## config.mk

```make
export PLATFORM = sky130hd
export DESIGN_NAME = gbuf_port_arbiter
export DESIGN_NICKNAME = d
export VERILOG_FILES = /design/src/rtl/gbuf_port_arbiter.sv
export SDC_FILE = /design/constraint.sdc
export NUM_CORES = 1
export LEC_CHECK = 0
export CORE_ASPECT_RATIO = 0.6
export CORE_MARGIN = 10
export CORE_UTILIZATION = 56
export DETAILED_ROUTE_END_ITERATION = 8
export DONT_BUFFER_PORTS = 1
export PLACE_DENSITY = 0.74
export RECOVER_POWER = 100
export SLEW_MARGIN = 30
export SYNTH_ARGS = -nofsm -noshare
export SYNTH_HDL_FRONTEND = slang
export SYNTH_SLANG_ARGS = --single-unit
```

## constraint.sdc

```tcl
create_clock -name clk -period 1.2 [get_ports clk]
set_input_delay 0.24 -clock clk [delete_from_list [all_inputs] [get_ports clk]]
set_output_delay 0.24 -clock clk [all_outputs]
set_load 0.05 [all_outputs]
```

## src/rtl/gbuf_port_arbiter.sv

```systemverilog
// gbuf_port_arbiter: shares one single-port global_buffer between the host
// command path (requester 0) and the TPU engine (requester 1). One transfer
// is granted per cycle, registered onto the buffer port, and read data is
// routed back to the issuing requester two cycles after its grant.
// Optional build macro: GBUF_ARB_CONFLICT_CNT_EN (denied-request counter).
module gbuf_port_arbiter #(
  parameter int ADDR_BITS = 8,
  parameter int DATA_BITS = 32,
  parameter int CNT_BITS  = 16
) (
  input  logic                 clk,
  input  logic                 reset,
  input  logic                 r0_req,
  input  logic                 r0_wr_en,
  input  logic [ADDR_BITS-1:0] r0_index,
  input  logic [DATA_BITS-1:0] r0_wdata,
  output logic                 r0_gnt,
  output logic                 r0_rvalid,
  output logic [DATA_BITS-1:0] r0_rdata,
  input  logic                 r1_req,
  input  logic                 r1_wr_en,
  input  logic [ADDR_BITS-1:0] r1_index,
  input  logic [DATA_BITS-1:0] r1_wdata,
  output logic                 r1_gnt,
  output logic                 r1_rvalid,
  output logic [DATA_BITS-1:0] r1_rdata,
  input  logic                 lock1,
  output logic                 mem_wr_en,
  output logic [ADDR_BITS-1:0] mem_index,
  output logic [DATA_BITS-1:0] mem_wdata,
  input  logic [DATA_BITS-1:0] mem_rdata,
  output logic [CNT_BITS-1:0]  conflict_cnt
);

  logic                 w_gnt0, w_gnt1, w_any_gnt;
  logic                 w_win_wr;
  logic [ADDR_BITS-1:0] w_win_index;
  logic [DATA_BITS-1:0] w_win_wdata;

  logic                 r_last_grant;
  logic                 r_mem_wr_en;
  logic [ADDR_BITS-1:0] r_mem_index;
  logic [DATA_BITS-1:0] r_mem_wdata;
  logic                 r_tag_vld;
  logic                 r_tag_id;
  logic                 r_r0_rvalid, r_r1_rvalid;
  logic [DATA_BITS-1:0] r_r0_rdata, r_r1_rdata;

  // Grant selection: lock1 reserves the port for the TPU, otherwise a lone
  // requester wins and a tie goes to whoever did not win last. No grants
  // while reset is high so nothing is accepted and then silently dropped.
  always_comb begin
    w_gnt0 = 1'b0;
    w_gnt1 = 1'b0;
    if (!reset) begin
      if (lock1) begin
        w_gnt1 = r1_req;
      end else if (r0_req && r1_req) begin
        w_gnt0 = r_last_grant;
        w_gnt1 = ~r_last_grant;
      end else begin
        w_gnt0 = r0_req;
        w_gnt1 = r1_req;
      end
    end
  end

  assign w_any_gnt   = w_gnt0 | w_gnt1;
  assign w_win_wr    = w_gnt1 ? r1_wr_en : r0_wr_en;
  assign w_win_index = w_gnt1 ? r1_index : r0_index;
  assign w_win_wdata = w_gnt1 ? r1_wdata : r0_wdata;

  // Round-robin history; 1 after reset so requester 0 wins the first tie.
  always_ff @(posedge clk) begin
    if (reset)          r_last_grant <= 1'b1;
    else if (w_any_gnt) r_last_grant <= w_gnt1;
  end

  // Buffer port register: winner's command, or an idle (no-write) cycle
  // that keeps index/data stable.
  always_ff @(posedge clk) begin
    if (reset) begin
      r_mem_wr_en <= 1'b0;
      r_mem_index <= '0;
      r_mem_wdata <= '0;
    end else if (w_any_gnt) begin
      r_mem_wr_en <= w_win_wr;
      r_mem_index <= w_win_index;
      r_mem_wdata <= w_win_wdata;
    end else begin
      r_mem_wr_en <= 1'b0;
    end
  end

  // Read tag stage: marks that the port currently carries a read and whose.
  always_ff @(posedge clk) begin
    if (reset) begin
      r_tag_vld <= 1'b0;
      r_tag_id  <= 1'b0;
    end else begin
      r_tag_vld <= w_any_gnt & ~w_win_wr;
      r_tag_id  <= w_gnt1;
    end
  end

  // Response stage: the buffer drives data_out during the index cycle, so it
  // is captured at the end of that cycle and held until the next read.
  always_ff @(posedge clk) begin
    if (reset) begin
      r_r0_rvalid <= 1'b0;
      r_r1_rvalid <= 1'b0;
      r_r0_rdata  <= '0;
      r_r1_rdata  <= '0;
    end else begin
      r_r0_rvalid <= r_tag_vld & ~r_tag_id;
      r_r1_rvalid <= r_tag_vld &  r_tag_id;
      if (r_tag_vld && !r_tag_id) r_r0_rdata <= mem_rdata;
      if (r_tag_vld &&  r_tag_id) r_r1_rdata <= mem_rdata;
    end
  end

  assign r0_gnt    = w_gnt0;
  assign r1_gnt    = w_gnt1;
  // A write already sitting on the port is killed in the reset cycle.
  assign mem_wr_en = r_mem_wr_en & ~reset;
  assign mem_index = r_mem_index;
  assign mem_wdata = r_mem_wdata;
  assign r0_rvalid = r_r0_rvalid & ~reset;
  assign r1_rvalid = r_r1_rvalid & ~reset;
  assign r0_rdata  = r_r0_rdata;
  assign r1_rdata  = r_r1_rdata;

`ifdef GBUF_ARB_CONFLICT_CNT_EN
  logic                w_denied;
  logic [CNT_BITS-1:0] r_conflict_cnt;

  // One count per cycle in which any requesting side was refused.
  assign w_denied = (r0_req & ~w_gnt0) | (r1_req & ~w_gnt1);

  // Saturating conflict counter.
  always_ff @(posedge clk) begin
    if (reset)
      r_conflict_cnt <= '0;
    else if (w_denied && (r_conflict_cnt != {CNT_BITS{1'b1}}))
      r_conflict_cnt <= r_conflict_cnt + 1'b1;
  end

  assign conflict_cnt = r_conflict_cnt;
`else
  assign conflict_cnt = '0;
`endif

endmodule
```

==> Word level (Yosys, flattened, before mapping) <==
Index checks and enable logic that the tools add are counted.
{ "word_totals": {"out_inout_bits": 125, "regBits": 110} }
{ "classes": {"bitwise": 12, "reduce_logical": 5, "n_mux": 9} }
{ "op_table": {"columns": ["operator", "count"], "rows": [
  ["$mux 32", 1],
  ["$mux 8", 1],
  ["$mux 1", 7],
  ["$and 1x1->1", 6],
  ["$not 1->1", 5],
  ["$logic_and 1x1->1", 3],
  ["$reduce_or 2->1", 1],
  ["$logic_not 1->1", 1],
  ["$or 1x1->1", 1]
]} }

==> Logic depth before layout (Yosys ltp) <==
Gate-level depths: netlist of the first run.
{ "depth": {"word_depth": 7, "depth_mapped": 6} }

==> Worst setup path before layout of the first run <==
OpenSTA, ideal clock, no wires.
{ "synth_timing": {"path_kind": "in2out", "from": "in reset", "to": "out mem_wr_en", "cell_stages": 3, "t_arrival_ns": 1.245, "setup_slack_ns": -0.285, "n_path_buf": 2, "t_required_ns": 0.960, "path_cell_list": "buf_6 -> buf_2 -> nor2b_1"} }
{ "synth_via": {"elab_chain_len": 2} }
{ "synth_lines": {"columns": ["element", "line", "text"], "rows": [
  ["from (decl)", "12", "input logic reset,"],
  ["$not 1->1", "125", "assign mem_wr_en = r_mem_wr_en & ~reset;"],
  ["$and 1x1->1", "125", null],
  ["to (decl)", "28", "output logic mem_wr_en,"]
]} }
No other way between the ends.

==> Worst setup path after layout of the first run <==
{ "layout_timing": {"from": "reg r_last_grant", "to": "out r1_gnt"} }
{ "layout_via": {"elab_chain_len": 4} }
{ "layout_lines": {"columns": ["element", "line", "text"], "rows": [
  ["from (decl)", "40", "logic r_last_grant;"],
  ["from (signal assigned)", "76", "else if (w_any_gnt) r_last_grant <= w_gnt1;"],
  ["$not 1->1", "60", "w_gnt1 = ~r_last_grant;"],
  ["$mux 1", "58", "end else if (r0_req && r1_req) begin"],
  ["$mux 1", "56", "if (lock1) begin"],
  ["$mux 1", "55", "if (!reset) begin"],
  ["to (decl)", "24", "output logic r1_gnt,"]
]} }
No other way between the ends.

==> flow_summary.toml, run 1 <==
[outcome]
outcome = "finished with violations"
violations = "hold timing, setup timing"

[min_path]
min_path_type = "in -> reg"
min_path_cells = 1
holdPathEnd = "mem_wdata[30]"
min_from = "reset"

[sta]
setup_slack_ns = -0.277
setup_tns_ns = -6.46
post-route-period-util_pct = 123
rsz0062_at_grt = "true"
slew_violations = 0
fin_crit_ns = 1.48
hold_viol_final = 12
skew_ns = 0.00452
holdWs_ns = -0.00864
fmax_mhz = 677
final-setup-viol-count = 37

[synth]
ys_types = 26
ys_ff_latch = 110
synth_top_area_share_pct = 49.8
synthCells = 474
ys_top_cells_by_area = "dfxtp_1 50%, nand2_1 11%, a21oi_1 7.4%, a221o_1 7.0%, nor3b_2 3.7%"
yosysSeqAreaShare_pct = 49.8
syn-cell-area_mm2 = 0.00442
ys_warn_count = 0
synthesis.area_per_instance_um2 = 9.33
synth_ff_type = "dfxtp_1"
synth_edf_count = 0
synth_top_cell_by_area = "dfxtp_1"
async_reset_ff_share_pct = 0

[finish]
fillerInstances = 495
layout.cells.non_filler = 690
seqCellArea_mm2 = 0.00221
stdcell_area_mm2 = 0.00590
layout-drive-gt1-share_pct = 32.3
diodes = 0
multi_input_area_mm2 = 0.00194
area_delta_synth_final_pct = 33.4
final_net_count = 700

[critical_path]
rr_startpoint = "r_last_grant"
crit_path_end_kind = "output port"
start_kind = "flip-flop"
rr_endpoint = "mem_wdata[20]"
arrival_ns = 1.24
rrSetupSlack_ns = -0.22
cp_max_fo = 6
crit_start = "r_last_grant"
rr_worst_depth = 6
crit_type = "reg -> out"
required_ns = 0.96

[power_and_ir_drop]
leakage_nw = 2.39
power_density_mw_per_mm2 = 1420
total_power_mw = 8.37
ir_worst_vdd_mv = 0.977

[global_route]
gr-usage-all-layers_pct = 23.2
grt_max_degree = 83
first_global_vias = 3867
grt_antenna_before_repair = 0
grt_pass1_wl_mm = 21.9
grt.overflow.total = 0

[clock_tree]
cts_made_buffers = 9
cts_max_level = 3
clk_pin_slew_ns = 0.06
clockBufferDepth = 2
cts_tree = "done"
clock_latency_ns = 0.34
cts_sinks = 110
cts-root-buf = "clkbuf_16"

[floorplanning]
die_y_um = 88.9
ios = 244
row_count = 24
die_width_um = 135
core_mm2 = 0.00748
dieArea_mm2 = 0.0120
start_util_pct = 59.2

[drt]
drt_iter0_markers = 229
via_per_inst = 5.62
via_count = 3877
ant_nets = 0
wl_per_cell_um = 22.1
dr.pass1.iters = 4
wl_mm = 15.3
drc = 0

[placed_design]
gp_congestion = 0.816
dp_cells = 657
dpl-instance-area_mm2 = 0.00529
portBuffers = 0
hpwl_mm = 10.8

[run]
drv_cap = 0
## critical path: stages, from the launching register on
cell	delay (ns)
dfxtp_4	0.37
a21oi_4	0.24
buf_12	0.16
buf_12	0.13
## cell usage after synthesis, types with 4 or more instances
library cell	instances
dfxtp_1	110
a211oi_2	9
clkbuf_1	13
buf_6	12
buf_4	19
mux2i_1	9
nor3b_2	13
nand2_1	129
nor3_1	9
nor2b_1	5
a21oi_1	65
nand2b_1	4
nor3b_1	18
a221o_1	31
buf_2	14
## area by class of cell
cell class / count / share of cell area, %
flip-flops and latches: 110 / 37.4
clock buffers: 13 / 4.41
clock inverters: 3 / 0.318
inverters: 2 / 0.127
repair buffers: 139 / 22.7
multi-input cells: 319 / 32.9
well taps: 104 / 2.20
## repair_timing
item / CTS / global route
pin swaps: 2 / 5
hold endpoints to repair: 75 / 75
buffers inserted: 4 / 7
resized for setup: 13 / 8
gates cloned: 3 / 4
setup endpoints to repair: 24 / 41
## layer usage
layer,vias up,track usage [%],share of wire [%]
met5,-,0,0
met4,0,5.21,1.1
met3,18,12.1,13
met2,218,41.9,50
met1,1836,23.8,35
li1,1805,-,-
## worst max-delay path by stage
stage / to / slack, ns / cells after the start
3_5_place_dp: r0_gnt / -0.06 / 4
6_report: r1_gnt / -0.28 / 3
3_3_place_gp: r0_gnt / -0.04 / 4
4_1_cts: r0_gnt / -0.29 / 4
2_1_floorplan: r0_gnt / -0.07 / 4
5_1_grt: r0_gnt / -0.32 / 4
## power by group
group	total [mW]	internal, mW	switching, mW
clock network	2.77	1.52	1.25
registers	3.92	3.83	0.0876
logic	1.68	0.567	1.11
total	8.37	5.92	2.45
## state kept, by name (all words and copies together), names as in the netlist
signal / flops
r1_rdata: 32
r_r0_rvalid: 1
r_last_grant: 1
r_tag_id: 1
r0_rdata: 32
r_mem_wr_en: 1
r_tag_vld: 1
mem_wdata: 32
mem_index: 8
r_r1_rvalid: 1
## cell usage in the layout, fill, tap and decap left out, types with 9 or more instances in the layout
cell	count
a21oi_1	65
a221o_1	31
buf_12	12
buf_4	117
clkbuf_16	13
conb_1	16
dfxtp_1	108
mux2i_1	9
nand2_1	129
nor3b_1	18
nor3b_2	13
## stage by stage
| step | setup WS (ns) | util [%] |
|---|---|---|
| after global placement | -0.0362 | 70.7 |
| after global routing | -0.318 | 78.9 |
| final | -0.277 | 78.9 |
| after detailed placement | -0.0595 | 70.7 |
| after CTS | -0.292 | 76.6 |
| after floorplan | -0.0685 | - |
## kinds of logic (layout without fill, tap and decap cells)
kind of cell,after synthesis,count (layout),share of synthesized area (%)
AND/OR/NAND/NOR,185,185,21.1
flip-flops,110,110,49.8
AO/OA/AOI/OAI,109,109,17.8
buffers and inverters,60,157,9.13
multiplexers,9,9,2.04
other,1,16,0.0848
Note: power is estimated with default switching activity, not from simulation.
==> inputs of run 2 (changes only) <==
--- a/config.mk
+++ b/config.mk
@@ -10,7 +10,8 @@
 export CORE_UTILIZATION = 56
 export DETAILED_ROUTE_END_ITERATION = 8
 export DONT_BUFFER_PORTS = 1
-export PLACE_DENSITY = 0.74
+export GPL_TIMING_DRIVEN = 1
+export PLACE_DENSITY = 0.7
 export RECOVER_POWER = 100
 export SLEW_MARGIN = 30
 export SYNTH_ARGS = -nofsm -noshare
==> flow_summary.toml, run 2 (same netlist as run 1, synthesis figures left out) <==
[clock_tree]
clk_pin_slew_ns = 0.07
clockBufferDepth = 2
clock_latency_ns = 0.33
cts_max_level = 3
cts_made_buffers = 9
cts_tree = "done"
cts-root-buf = "clkbuf_16"
cts_sinks = 110

[sta]
post-route-period-util_pct = 124
skew_ns = 0.00407
setup_tns_ns = -3.00
slew_violations = 0
fmax_mhz = 670
hold_viol_final = 1
fin_crit_ns = 1.49
final-setup-viol-count = 30
rsz0062_at_grt = "true"
setup_slack_ns = -0.294
holdWs_ns = -0.00327

[finish]
seqCellArea_mm2 = 0.00221
multi_input_area_mm2 = 0.00193
layout-drive-gt1-share_pct = 31.4
final_net_count = 691
final_common_cell = "nand2_1"
layout.cells.non_filler = 680
final_cell_mix = "129 x nand2_1, 114 x buf_4, 107 x dfxtp_1"
stdcell_area_mm2 = 0.00573
diodes = 0
fin_util_pct = 76.6
fillerInstances = 561
area_delta_synth_final_pct = 29.4

[placed_design]
dp_cells = 658
dp_slack_ns = -0.0551
portBuffers = 0
dpl-instance-area_mm2 = 0.00530
gp_congestion = 0.765
hpwl_mm = 10.7

[critical_path]
rr_worst_depth = 5
rr_startpoint = "r_last_grant"
arrival_ns = 1.25
cp_max_fo = 3
start_kind = "flip-flop"
crit_type = "reg -> out"
rr_endpoint = "mem_wdata[18]"
crit_path_end_kind = "output port"
rrSetupSlack_ns = -0.13
required_ns = 0.96

[drt]
ant_nets = 0
via_per_inst = 5.56
wl_per_cell_um = 21.4
dr.pass1.iters = 5
via_count = 3784
drt_iter0_markers = 276
wl_mm = 14.6
drc = 0

[power_and_ir_drop]
p_int_mw = 5.95
power_density_mw_per_mm2 = 1470
power_switching_mw = 2.45
power_frac_seq_pct = 46.6
pwr-share-clk_pct = 34.1
switching_share_pct = 29.2
leakage_nw = 2.30
combPwrFrac_pct = 19.3
ir_worst_vdd_mv = 0.951
total_power_mw = 8.40

[outcome]
outcome = "finished with violations"
violations = "hold timing, setup timing"

[min_path]
holdPathEnd = "r_r0_rvalid"
min_path_type = "in -> reg"
min_path_cells = 1
min_from = "reset"

[global_route]
grt_pass1_wl_mm = 21.5
gr-usage-all-layers_pct = 22.7
grt_max_degree = 83
grt_antenna_before_repair = 0
grt.overflow.total = 0
first_global_vias = 3749

[run]
drv_cap = 0

[floorplanning]
die_width_um = 135
ios = 244
row_count = 24
die_y_um = 88.9
core_mm2 = 0.00748
dieArea_mm2 = 0.0120
start_util_pct = 59.2
==> run 2: changes by cell type in the layout (fill, tap and decap cells not counted), moves of 2 or more <==
| cell | previous run | this run |
|---|---|---|
| clkbuf_8 | 2 | 0 |
| clkbuf_1 | 2 | 0 |
| buf_4 | 117 | 114 |
| clkbuf_16 | 13 | 10 |
| buf_16 | 3 | 0 |
| clkinvlp_4 | 0 | 2 |
==> run 2: final cells by class <==
cell class	instances	area share, %
clock buffers	9	3.93
inverters	2	0.131
repair buffers	130	20.3
well taps	104	2.27
clock inverters	6	1.11
multi-input cells	319	33.7
flip-flops and latches	110	38.6
==> run 2: critical path, stage by stage (launching register included) <==
cell and delay, ns:
dfxtp_4 0.36, buf_12 0.12, a21oi_4 0.16, buf_12 0.14
buf_12 0.13
==> run 2: power groups by stage <==
stage               clock network, mW  registers (mW)  logic (mW)
global placement                    0            3.98        1.53
finish                           2.86            3.91        1.62
floorplan                           0            4.57       0.646
global route                     3.09            3.93        1.70
CTS                              2.93            3.91        1.58
detailed placement                  0            3.99        1.55
==> run 2: layer usage <==
| layer | wire length [µm] | track usage [%] |
|---|---|---|
| met4 | 26 | 2.95 |
| met5 | 0 | 0 |
| met1 | 5250 | 25.7 |
| met2 | 7370 | 39.3 |
| met3 | 1930 | 11.2 |
==> run 2: worst max-delay path by stage <==
stage                            start            end
after detailed placement  r_last_grant  mem_wdata[21]
after global placement    r_last_grant         r0_gnt
after CTS                 r_last_grant         r0_gnt
final                     r_last_grant         r1_gnt
after floorplan                  lock1         r0_gnt
after global routing      r_last_grant         r0_gnt
==> run 2: timing repair <==
item,4_1_cts,5_1_grt
gates resized for setup,6,9
pin swaps,0,4
cloned,1,1
hold endpoints to repair,75,26
endpoints found under the setup margin,35,47
buffers inserted,3,3
